File: config.mk
export PLATFORM = sky130hd
export DESIGN_NAME = line_nav_sequencer
export DESIGN_NICKNAME = d
export VERILOG_FILES = /design/src/rtl/line_nav_sequencer.sv
export SDC_FILE = /design/constraint.sdc
export NUM_CORES = 1
export LEC_CHECK = 0
export CORE_MARGIN = 1.5
export CORE_UTILIZATION = 55
export CTS_BUF_LIST = sky130_fd_sc_hd__clkbuf_4
export DETAILED_ROUTE_END_ITERATION = 10
export PLACE_DENSITY = 0.75
export SYNTH_ARGS = -nofsm -noshare
export SYNTH_HDL_FRONTEND = slang
export SYNTH_SLANG_ARGS = --single-unit
File: constraint.sdc
create_clock -name clk -period 4.7 [get_ports clk]
set_input_delay 0.705 -clock clk [delete_from_list [all_inputs] [get_ports clk]]
set_output_delay 0.705 -clock clk [all_outputs]
set_load 0.005 [all_outputs]
File: src/rtl/line_nav_sequencer.sv
// -----------------------------------------------------------------------------
// line_nav_sequencer
//
// Upstream stage of the SB1287 motor driver. Debounces three IR line sensors,
// follows the line, detects junctions (all three sensors on the line) and
// executes a pre-programmed action per junction taken from PATH. The run stops
// in DONE at the junction after the last programmed one.
//
// Optional feature macro: LINE_LOST_RECOVERY_EN
//   defined   -> a LOST state reverses the robot while all sensors read 0
//   undefined -> motion is held while all sensors read 0, lost is tied to 0
//
// Ports:
//   clk          in   system clock
//   rst          in   synchronous, active-high reset
//   start        in   single-cycle pulse, begins a run from IDLE or DONE
//   sensor[2:0]  in   raw sensors: [2] left, [1] centre, [0] right; 1 = on line
//   motion[2:0]  out  0 stop, 1 fwd, 2 left, 3 right, 4 reverse,
//                     5 left_turn, 6 right_turn
//   busy         out  high in every state except IDLE and DONE
//   done         out  high in DONE
//   junction_idx out  junctions passed in the current run (saturates at 8)
//   lost         out  line-lost indicator
// -----------------------------------------------------------------------------
module line_nav_sequencer #(
    parameter int          DEBOUNCE_CYCLES = 4,
    parameter int          CROSS_CYCLES    = 200,
    parameter int          TURN_CYCLES     = 400,
    parameter int          UTURN_CYCLES    = 900,
    parameter int          NUM_JUNCTIONS   = 4,
    parameter logic [15:0] PATH            = 16'h0000
) (
    input  logic       clk,
    input  logic       rst,
    input  logic       start,
    input  logic [2:0] sensor,
    output logic [2:0] motion,
    output logic       busy,
    output logic       done,
    output logic [3:0] junction_idx,
    output logic       lost
);

    localparam logic [7:0]  DEB_N   = 8'(DEBOUNCE_CYCLES);
    localparam logic [16:0] CROSS_N = 17'(CROSS_CYCLES);
    localparam logic [15:0] TURN_N  = 16'(TURN_CYCLES);
    localparam logic [15:0] UTURN_N = 16'(UTURN_CYCLES);
    localparam logic [3:0]  NJ      = 4'(NUM_JUNCTIONS);

    localparam logic [2:0] M_STOP  = 3'd0;
    localparam logic [2:0] M_FWD   = 3'd1;
    localparam logic [2:0] M_LEFT  = 3'd2;
    localparam logic [2:0] M_RIGHT = 3'd3;
    localparam logic [2:0] M_REV   = 3'd4;
    localparam logic [2:0] M_LTURN = 3'd5;
    localparam logic [2:0] M_RTURN = 3'd6;

    typedef enum logic [2:0] {
        S_IDLE,
        S_FOLLOW,
        S_CROSS,
        S_TURN_L,
        S_TURN_R,
        S_UTURN,
        S_DONE
`ifdef LINE_LOST_RECOVERY_EN
        , S_LOST
`endif
    } state_t;

    function automatic logic [15:0] sat_inc16(input logic [15:0] v);
        return (v == 16'hFFFF) ? v : v + 16'd1;
    endfunction

    function automatic logic [7:0] sat_inc8(input logic [7:0] v);
        return (v == 8'hFF) ? v : v + 8'd1;
    endfunction

    function automatic logic [3:0] sat_inc_idx(input logic [3:0] v);
        return (v >= 4'd8) ? 4'd8 : v + 4'd1;
    endfunction

    // Line-following steering; 000 keeps the previous command.
    function automatic logic [2:0] follow_motion(input logic [2:0] f,
                                                 input logic [2:0] prev);
        case (f)
            3'b010, 3'b101, 3'b111: return M_FWD;
            3'b110, 3'b100:         return M_LEFT;
            3'b011, 3'b001:         return M_RIGHT;
            default:                return prev;
        endcase
    endfunction

    // ---- stage p0: raw sensor sample ----
    logic [2:0] sensor_p0;

    // ---- stage p1: debounce (candidate pattern, run length, filtered F) ----
    logic [2:0] cand_p1;
    logic [2:0] filt_p1;
    logic [7:0] deb_cnt;
    logic [7:0] deb_cnt_next;

    // A new pattern restarts the run at 1 so that the sample itself counts.
    always_comb begin
        deb_cnt_next = (sensor_p0 != cand_p1) ? 8'd1 : sat_inc8(deb_cnt);
    end

    always_ff @(posedge clk) begin
        if (rst) begin
            sensor_p0 <= 3'b000;
            cand_p1   <= 3'b000;
            filt_p1   <= 3'b000;
            deb_cnt   <= 8'd0;
        end else begin
            sensor_p0 <= sensor;
            cand_p1   <= sensor_p0;
            deb_cnt   <= deb_cnt_next;
            if (deb_cnt_next >= DEB_N)
                filt_p1 <= sensor_p0;
        end
    end

    // ---- stage p2: sequencer FSM and registered outputs ----
    state_t      state, state_next;
    logic [15:0] phase_cnt, phase_next;
    logic [1:0]  action, action_next;
    logic [3:0]  idx_next;
    logic [2:0]  motion_next;
    logic        busy_next;
    logic        done_next;

    always_comb begin
        state_next  = state;
        action_next = action;
        idx_next    = junction_idx;

        case (state)
            S_IDLE, S_DONE: begin
                if (start) begin
                    state_next = S_FOLLOW;
                    idx_next   = 4'd0;
                end
            end
            S_FOLLOW: begin
                if (filt_p1 == 3'b111) begin
                    if (junction_idx == NJ) begin
                        state_next = S_DONE;
                    end else begin
                        action_next = PATH[{junction_idx[2:0], 1'b0} +: 2];
                        idx_next    = sat_inc_idx(junction_idx);
                        state_next  = S_CROSS;
                    end
                end
`ifdef LINE_LOST_RECOVERY_EN
                else if (filt_p1 == 3'b000) begin
                    state_next = S_LOST;
                end
`endif
            end
            S_CROSS: begin
                // The cycle with phase_cnt == CROSS_CYCLES-1 is the last one.
                if (({1'b0, phase_cnt} + 17'd1) >= CROSS_N) begin
                    case (action)
                        2'd0:    state_next = S_FOLLOW;
                        2'd1:    state_next = S_TURN_L;
                        2'd2:    state_next = S_TURN_R;
                        default: state_next = S_UTURN;
                    endcase
                end
            end
            S_TURN_L, S_TURN_R: begin
                if (phase_cnt >= TURN_N && filt_p1[1])
                    state_next = S_FOLLOW;
            end
            S_UTURN: begin
                if (phase_cnt >= UTURN_N && filt_p1[1])
                    state_next = S_FOLLOW;
            end
`ifdef LINE_LOST_RECOVERY_EN
            S_LOST: begin
                if (filt_p1 != 3'b000)
                    state_next = S_FOLLOW;
            end
`endif
            default: state_next = S_IDLE;
        endcase

        // Outputs are registered, so they are decoded from the state being entered.
        case (state_next)
            S_FOLLOW:           motion_next = follow_motion(filt_p1, motion);
            S_CROSS:            motion_next = M_FWD;
            S_TURN_L:           motion_next = M_LTURN;
            S_TURN_R, S_UTURN:  motion_next = M_RTURN;
`ifdef LINE_LOST_RECOVERY_EN
            S_LOST:             motion_next = M_REV;
`endif
            default:            motion_next = M_STOP;
        endcase

        busy_next  = (state_next != S_IDLE) && (state_next != S_DONE);
        done_next  = (state_next == S_DONE);
        phase_next = (state_next != state) ? 16'd0 : sat_inc16(phase_cnt);
    end

    always_ff @(posedge clk) begin
        if (rst) begin
            state        <= S_IDLE;
            phase_cnt    <= 16'd0;
            action       <= 2'd0;
            junction_idx <= 4'd0;
            motion       <= M_STOP;
            busy         <= 1'b0;
            done         <= 1'b0;
        end else begin
            state        <= state_next;
            phase_cnt    <= phase_next;
            action       <= action_next;
            junction_idx <= idx_next;
            motion       <= motion_next;
            busy         <= busy_next;
            done         <= done_next;
        end
    end

`ifdef LINE_LOST_RECOVERY_EN
    logic lost_q;

    always_ff @(posedge clk) begin
        if (rst)
            lost_q <= 1'b0;
        else
            lost_q <= (state_next == S_LOST);
    end

    assign lost = lost_q;
`else
    assign lost = 1'b0;
`endif

endmodule

==> results.md <==
- Synthesis-to-finish area growth: 7.51%
- Hold Path Origin: motion[1]
- Critical path class: reg -> reg
- Clock network power share: 33.5%
- Slew @ Worst Pin: 0.585 ns
- CTS Buffer Depth: 2
- DRT Pass-1 Iters: 4
- Synth Register Bits: 45
- Critical path's slowest cell: nand3_1
- Commonest non-fill, non-tap cell in the layout: dfxtp_1
- Int Power: 0.524 mW
- Number of I/O pins: 16
- Die area: 5050 um2
- Via count: 2092
- Total power divided by cell area: 247 nW/um2
- I/O Buffers: 14
- Maximum vdd drop: 0.000207 V
- Sequential area share after synthesis: 35.3%
- # rows: 24
- Final-report hold violation count: 0
- Routed len/inst: 13.2 um
- Tmin final: 3.14 ns
- Die Wd: 71.1 um
- Number of enable flip-flop cells after synthesis: 0
- First-pass GRT wire length: 8.09 mm
- Largest area contributor in the netlist: dfxtp_1
- Slowest stage delay, CP: 0.54 ns
- Sw Share: 22.6%
- N_diodes: 0
- Worst-path maximum fanout: 16
- CTS buffer count: 5
- Via/cell ratio: 5.89
- Initial antenna violation count: 0
- Worst skew pair latency: 0.36 ns
- Unique cell type count in the Yosys netlist: 63
- CTS Sinks: 45
- Final Util: 62.1%
- Post-synthesis net count: 307
- Layout cells sized above 1: 10.6%
- Worst path cell trace: ha_1 > nand3_1 > nor4_1 > nand3_1 > nand4_1 > nor3_1 > o211ai_4 > a21oi_1
- Initial DRC count: 147
- FFs w/ async S/R, synth: 0%
- Worst path most repeated cell: nand3_1
- Hold Buf Count CTS: 0
- Unrepaired setup endpoints after global routing: false
- Sw power: 0.153 mW
- Pleak: 0.999 nW
- Critical Path Start Type: register
- Top FF cell, synth: dfxtp_1
- FMAX: 319 MHz
- H-tree depth: 2
- Hold Path Class: reg -> reg
- Relative slew slack: 60.8%
- Worst Skew: 0.0149 ns
- Buffer count from post-CTS setup fixing: 0
- Mapped Avg Cell Area: 8.61 um2
- Antenna-violating nets left: 0
- Die span in y: 71.1 um
- Finish-stage setup viols: 0
- Cts repair resizes: 0
- Core Region: 4410 um2
- # DRC: 0
- GRT Util Overall: 19.7%
- Flop pwr share: 58.9%
- Highest-count cells in the layout ignoring fill and taps: 45 x dfxtp_1, 34 x nor2_1, 16 x a21oi_1
- Critical Path AT: 3.36 ns
- Buf+Inv Stages, Crit Path: 0
- Maxcap violations: 0
- Setup TNS: 0 ns
- Gr ovfl total: 0
- Setup crit start: phase_cnt[1]
- Required @ worst endpoint: 4.93 ns
- Worst path top cell family by delay: simple AND/OR/NAND/NOR gates
- HPWL after DPL: 3.40 mm
- Number of global-route vias before repair: 1776
- Final worst path period share: 66.8%
- Combinational fraction of design power: 7.7%
- Total number of yosys warnings: 0
- Root Driver: clkbuf_4
- Synth top area share: 35.3%
- Placer Congestion: 0.876
- Max-slew violation count: 0
- Final WL: 4.67 mm
- Endpoint class of the critical path: register
- Initial Util: 57.7%
- # nets final: 314
- Post-synthesis cell area: 2550 um2
- CTS tree: yes
- Clk slew on worst S/H paths: 0.13 ns
- Largest net degree at the start of global routing: 23
- Critical R2R Launch: phase_cnt[1]
- Run status: completed
- WHS: 0.484 ns
- Mapped Cells: 296
- Area contributors post-synth: dfxtp_1 35%, nor2_1 5.0%, xor2_1 3.8%
-- logic make-up after synthesis --
kind of cell / after synthesis / synth area share [%]
xor gates and xnor gates: 20 / 6.87
other: 1 / 0.147
DFF: 45 / 35.3
AOI/OAI and AO/OA: 59 / 18.4
buffers and inverters: 25 / 5.15
muxes: 7 / 2.80
and+or+nand+nor: 134 / 28.8
adders and majority gates: 5 / 2.45
-- final cells by class --
cell class | instances | area [um2]
flip-flops and latches | 45 | 901
repair buffers | 15 | 148
well taps | 52 | 65.1
inverters | 10 | 37.5
fillers | 405 | 1670
clock buffers | 5 | 37.5
clock inverters | 2 | 35.0
multi-input cells | 226 | 1520
-- cells in the mapped netlist, types with 2 or more instances --
library cell / n
a21oi_2: 6
nand3b_1: 3
buf_6: 3
nor4_1: 4
nand3_1: 13
buf_2: 3
nor3_1: 10
o21ai_0: 8
ha_1: 5
a211oi_1: 2
or3_1: 5
xor2_1: 11
o211ai_1: 2
xnor2_1: 9
mux2i_1: 6
a21oi_1: 16
nor4_2: 2
inv_1: 10
nand4_1: 8
and3_1: 9
dfxtp_1: 45
buf_4: 3
nor2_1: 34
nand2b_1: 8
o311ai_0: 2
a2111oi_0: 2
nand2_1: 14
clkbuf_1: 6
nor2b_1: 9
o31a_1: 2
nor2_2: 4
-- sequential cells by signal, summed over array words and instances, names as in the netlist --
| signal | cells |
|---|---|
| busy | 1 |
| cand_p1 | 3 |
| deb_cnt | 8 |
| done | 1 |
| filt_p1 | 3 |
| junction_idx | 4 |
| motion | 3 |
| phase_cnt | 16 |
| sensor_p0 | 3 |
| state | 3 |
-- metrics by stage --
step                      total power [mW]  cells  cell area, um2  worst slack, ns
final                                0.677    355            2740             1.56
after global routing                 0.711    355            2740             1.15
after CTS                            0.685    355            2740             1.61
after detailed placement             0.459    348            2670             1.67
after global placement               0.458    348            2670             1.73
after floorplan                      0.444    296            2550             2.47
-- power by group through the flow --
| stage | clock (mW) | sequential [mW] | combinational (mW) |
|---|---|---|---|
| after floorplan | 0 | 0.404 | 0.0392 |
| after global placement | 0 | 0.407 | 0.0514 |
| after detailed placement | 0 | 0.407 | 0.0520 |
| after CTS | 0.234 | 0.399 | 0.0525 |
| after global routing | 0.252 | 0.400 | 0.0581 |
| final | 0.226 | 0.399 | 0.0520 |
-- worst min-delay path: cells and delay by family (launching register included) --
family	cells	cell delay [ns]
flip-flops	1	0.34
AO/OA/AOI/OAI	1	0.07
buffers and inverters	1	0.05
-- worst paths after layout --
| check | end | slack (ns) | depth (start not counted) |
|---|---|---|---|
| max | phase_cnt[8] | 1.56 | 8 |
| min | motion[1] | 0.48 | 2 |
| max reg2reg | phase_cnt[8] | 1.56 | 8 |
| min reg2reg | motion[1] | 0.48 | 2 |
-- layer usage --
layer / vias to the layer above / global-route usage [%] / part of all wire [%]
met5: - / 0 / 0
met1: 956 / 26.8 / 49
met3: 10 / 4.42 / 4.4
met2: 44 / 30.6 / 45
li1: 1082 / - / -
met4: 0 / 7.34 / 1.9
(Power assumes the default switching activity.)
